[config.mk]
export PLATFORM = sky130hd
export DESIGN_NAME = regfile_write_arbiter
export DESIGN_NICKNAME = d
export VERILOG_FILES = /design/src/rtl/regfile_pkg.sv /design/src/rtl/regfile_write_arbiter_rr_arbiter.sv /design/src/rtl/regfile_write_arbiter.sv
export SDC_FILE = /design/constraint.sdc
export NUM_CORES = 1
export LEC_CHECK = 0
export CORE_MARGIN = 2
export CORE_UTILIZATION = 40
export CTS_CLUSTER_DIAMETER = 150
export CTS_CLUSTER_SIZE = 10
export DETAILED_ROUTE_END_ITERATION = 16
export PLACE_DENSITY = 0.91
export SLEW_MARGIN = 15
export SYNTH_ARGS = -nofsm -noshare
export SYNTH_HDL_FRONTEND = slang
export SYNTH_HIERARCHICAL = 1
export SYNTH_SLANG_ARGS = --single-unit
[constraint.sdc]
create_clock -name clk -period 3.09 [get_ports clk]
set_clock_uncertainty 0.2 [all_clocks]
set_input_delay 0.618 -clock clk [delete_from_list [all_inputs] [get_ports clk]]
set_output_delay 0.618 -clock clk [all_outputs]
set_load 0.02 [all_outputs]
[src/rtl/regfile_pkg.sv]
// Shared register-file constants and the register index type used by the
// write-port arbiter and its testbench.
package regfile_pkg;

  localparam int XLEN       = 64;
  localparam int REG_ADDR_W = 5;
  localparam int NUM_REGS   = 32;

  typedef logic [REG_ADDR_W-1:0] reg_idx_t;

endpackage

[src/rtl/regfile_write_arbiter_rr_arbiter.sv]
// Combinational round-robin arbiter: scans req starting at ptr, wrapping,
// and grants the first asserted index.
module rr_arbiter #(
  parameter int NUM_REQ = 3,
  parameter int IDX_W   = $clog2(NUM_REQ)
) (
  input  logic [NUM_REQ-1:0] req,
  input  logic [IDX_W-1:0]   ptr,
  output logic [NUM_REQ-1:0] grant,
  output logic [IDX_W-1:0]   grant_idx,
  output logic               any_grant
);

  always_comb begin
    int idx;
    grant     = '0;
    grant_idx = '0;
    any_grant = 1'b0;
    idx       = 0;
    for (int k = 0; k < NUM_REQ; k++) begin
      idx = int'(ptr) + k;
      if (idx >= NUM_REQ) begin
        idx = idx - NUM_REQ;
      end
      if (!any_grant && req[idx]) begin
        any_grant  = 1'b1;
        grant[idx] = 1'b1;
        grant_idx  = IDX_W'(idx);
      end
    end
  end

endmodule

[src/rtl/regfile_write_arbiter.sv]
// Round-robin sharing of the single register-file write port among NUM_REQ
// writeback sources. Optional build macro: REGFILE_X0_HARDWIRE_EN (x0 never written).
module regfile_write_arbiter #(
  parameter int NUM_REQ    = 3,
  parameter int XLEN       = regfile_pkg::XLEN,
  parameter int REG_ADDR_W = regfile_pkg::REG_ADDR_W
) (
  input  logic                         clk,
  input  logic                         reset,
  input  logic [NUM_REQ-1:0]           req_valid,
  input  logic [NUM_REQ*REG_ADDR_W-1:0] req_rd,
  input  logic [NUM_REQ*XLEN-1:0]      req_data,
  output logic [NUM_REQ-1:0]           req_ready,
  output logic                         RegWrite,
  output logic [REG_ADDR_W-1:0]        RD,
  output logic [XLEN-1:0]              WriteData,
  output logic [31:0]                  pending_mask
);

  import regfile_pkg::*;

  localparam int IDX_W = $clog2(NUM_REQ);

  logic [REG_ADDR_W-1:0] rd_arr   [NUM_REQ];
  logic [XLEN-1:0]       data_arr [NUM_REQ];

  logic [IDX_W-1:0]      rr_ptr_reg;
  logic [IDX_W-1:0]      rr_ptr_next;
  logic                  regwrite_reg;
  logic [REG_ADDR_W-1:0] rd_reg;
  logic [XLEN-1:0]       wdata_reg;

  logic [NUM_REQ-1:0]    grant;
  logic [IDX_W-1:0]      grant_idx;
  logic                  any_grant;
  logic                  transfer;
  logic                  write_en_next;
  logic [NUM_REGS-1:0]   pending_next;

  generate
    for (genvar gi = 0; gi < NUM_REQ; gi++) begin : g_unpack
      assign rd_arr[gi]   = req_rd[gi*REG_ADDR_W +: REG_ADDR_W];
      assign data_arr[gi] = req_data[gi*XLEN +: XLEN];
    end
  endgenerate

  rr_arbiter #(
    .NUM_REQ (NUM_REQ),
    .IDX_W   (IDX_W)
  ) u_rr_arbiter (
    .req       (req_valid),
    .ptr       (rr_ptr_reg),
    .grant     (grant),
    .grant_idx (grant_idx),
    .any_grant (any_grant)
  );

  // No handshake may complete while reset is held.
  assign req_ready = reset ? '0 : grant;
  assign transfer  = any_grant & ~reset;

`ifdef REGFILE_X0_HARDWIRE_EN
  assign write_en_next = transfer && (rd_arr[grant_idx] != '0);
`else
  assign write_en_next = transfer;
`endif

  assign rr_ptr_next = (grant_idx == IDX_W'(NUM_REQ - 1)) ? '0 : grant_idx + 1'b1;

  always_ff @(posedge clk) begin
    if (reset) begin
      regwrite_reg <= 1'b0;
      rd_reg       <= '0;
      wdata_reg    <= '0;
      rr_ptr_reg   <= '0;
    end else begin
      regwrite_reg <= write_en_next;
      if (transfer) begin
        rd_reg     <= rd_arr[grant_idx];
        wdata_reg  <= data_arr[grant_idx];
        rr_ptr_reg <= rr_ptr_next;
      end
    end
  end

  // Registered-but-uncommitted write plus every outstanding request.
  always_comb begin
    pending_next = '0;
    if (regwrite_reg) begin
      pending_next[rd_reg] = 1'b1;
    end
    for (int i = 0; i < NUM_REQ; i++) begin
      if (req_valid[i]) begin
        pending_next[rd_arr[i]] = 1'b1;
      end
    end
`ifdef REGFILE_X0_HARDWIRE_EN
    pending_next[0] = 1'b0;
`endif
  end

  assign pending_mask = pending_next;
  assign RegWrite     = regwrite_reg;
  assign RD           = rd_reg;
  assign WriteData    = wdata_reg;

endmodule

==> results.ini <==
[outcome]
outcome=finished, violations left
violations=setup timing

[placement]
place_hpwl_um=17000
gp_congestion=1.01
port_buffers=316
postPlaceCellArea_mm2=0.00938
dpl_worst_slack_ns=-0.449

[worst_setup_path]
cpMaxStageDelayCell=clkdlybuf4s50_1
critical_path.max_stage_delay_ns=0.47
worstPathArrival_ns=2.30
end_kind=primary output
cp-start-kind=input port
crit_type=input port to primary output
crit_chain=clkdlybuf4s50_1 -> buf_6 -> nand3b_1 -> o21ai_2 -> mux2_1 -> nor2b_1 -> clkdlybuf4s15_2
required_ns=2.27
worstReg2RegStart=rr_ptr_reg[1]
rr_worst_depth=11
critPathLaunch=req_valid[2]
worstPathMaxFanout=14

[logic_synthesis]
synth.top_cell.area_share=0.248
synth_edf_count=0
synth_xor_area_frac=0
synth_flop_cell=dfxtp_1
synth_top_family_by_area=compound AO/OA/AOI/OAI gates
ys_top_cells_by_area=dfxtp_1 25%, a311oi_2 17%, mux2i_1 13%, or2_0 6.9%, nor2_1 5.0%
syn_area_per_cell_um2=8.83
yosysWarningCount=6
synth_seq_cells=72
ys_seq_area_frac=0.248
synth_area_leader_cell=dfxtp_1
yosysUniqueCellTypes=50
syn-cell-area_mm2=0.00581
synth_cells=658
synth_compound_area_frac=0.283
synth_fa_ha_area_frac=0.00862
synth_fp_nets=874
synthMuxAreaShare=0.130
synthSimpleGateAreaFrac=0.261
async_flop_share=0

[grt]
grt_antenna_before_repair=0
grt.total_usage=0.272
grt_first_pass_wirelength_um=34200
grt_max_degree=85
grt.overflow.total=0
grt_pass1_vias=6457

[drt]
drtIter0Drc=497
vias_per_cell=5.65
firstDrtPassIters=6
wl_per_cell_um=19.1
vias=6658
wl_um=22500
ant_nets=0
drc=0

[die]
num_rows=44
core_area_mm2=0.0144
die_h_um=125
num_io_pins=317
start_util=0.404
die-area_mm2=0.0155
die_width_um=125

[layout]
layout-drive-gt1-share=0.184
final_util=0.679
area_growth_pct=67.9
fin_nets=1207
largest_reg_flops=64
design_area_mm2=0.00975
n_antenna_cell=0
layout_commonest_cell=clkdlybuf4s50_1
mostFrequentLayoutCells=268 x clkdlybuf4s50_1, 77 x nor2_1, 75 x nand2_1, 72 x dfxtp_1, 72 x mux2i_1

[flow_run]
maxCapViolCount=0

[power_and_ir_drop]
p_leak_nw=3.64
powerDensity_mw_per_mm2=789
irDropWorstVdd_mv=0.427

[timing]
relSlewSlack=0.538
setup_viol=2
drv_slew=0
max_freq_ghz=0.321
rsz0062_at_grt=yes
final-hold-violation-count=0
setup_tns_ns=-0.0348
period_share=1.01
setup_slack_ns=-0.0250
period_needed_ns=3.12
worstMarginPinSlew_ns=0.693

[cts]
hold_buffers=0
htreeDepth=3
cts.clk_slew.worst_paths_ns=0.06
cts_tree=done
cts_buffer_depth=2
cts_sinks=72
clock_latency_ns=0.33
cts_root_buf=clkbuf_16
cts_buffers=9

[min_path]
min_path_type=flip-flop to flip-flop
hold_path_depth=2
hp-start=WriteData[17]

-- metal layers --
layer / part of all wire / global-route usage / wire (um)
met4: 0.039 / 0.104 / 873
met1: 0.39 / 0.322 / 8730
met5: 0 / 0 / 0
met2: 0.50 / 0.475 / 11300
met3: 0.074 / 0.0636 / 1660
-- critical path, delay by kind of cell --
kind,cells,cell delay (ns)
muxes,1,0.34
buffers and inverters,3,0.89
and+or+nand+nor,2,0.29
AOI/OAI and AO/OA,1,0.15
-- final cells by class --
type	count	area (um^2)
flip-flops and latches	72	1440
multi-input cells	521	4030
clock inverters	2	37.5
well taps	184	230
repair buffers	384	3730
inverters	3	11.3
fillers	1121	4620
clock buffers	13	270
-- cells by family after synthesis --
family / count (synthesis)
buffers and inverters: 65
multiplexers: 75
adder cells (fa/ha/maj): 4
flip-flops: 72
AND/OR/NAND/NOR: 291
AO/OA/AOI/OAI: 151
-- cells in the mapped netlist, types with 10 or more instances --
master     n
a22oi_1   19
a311oi_2  64
buf_2     17
clkbuf_1  33
dfxtp_1   72
mux2i_1   73
nand2_1   75
nor2_1    77
nor2b_1   22
o221ai_1  28
o22ai_1   10
or2_0     64
-- metrics by stage --
stage	total power, mW	cells	hold slack [ns]
floorplan	4.72	658	0.314
global placement	6.33	1159	0.318
detailed placement	6.43	1159	0.326
CTS	7.52	1174	0.334
global route	8.15	1179	0.341
finish	7.70	1179	0.331
-- path summary, 6_finish.rpt --
kind,endpoint,slack (ns)
hold reg to reg,WriteData[17],0.33
setup reg to reg,WriteData[44],0.05
setup / recovery,req_ready[1],-0.03
hold / removal,WriteData[17],0.33
-- power by group --
group          internal (mW)  switching (mW)
logic                   2.41            2.67
clock network          0.687           0.391
registers               1.30           0.240
total                   4.39            3.30
-- repair_timing --
item                                    in CTS  in global routing
endpoints found under the setup margin      56                 66
cloned                                       0                  3
setup buffers                                0                  2
resized for setup                           70                 31
pin swaps                                    1                  1
Power figures use the tool's default switching activity.
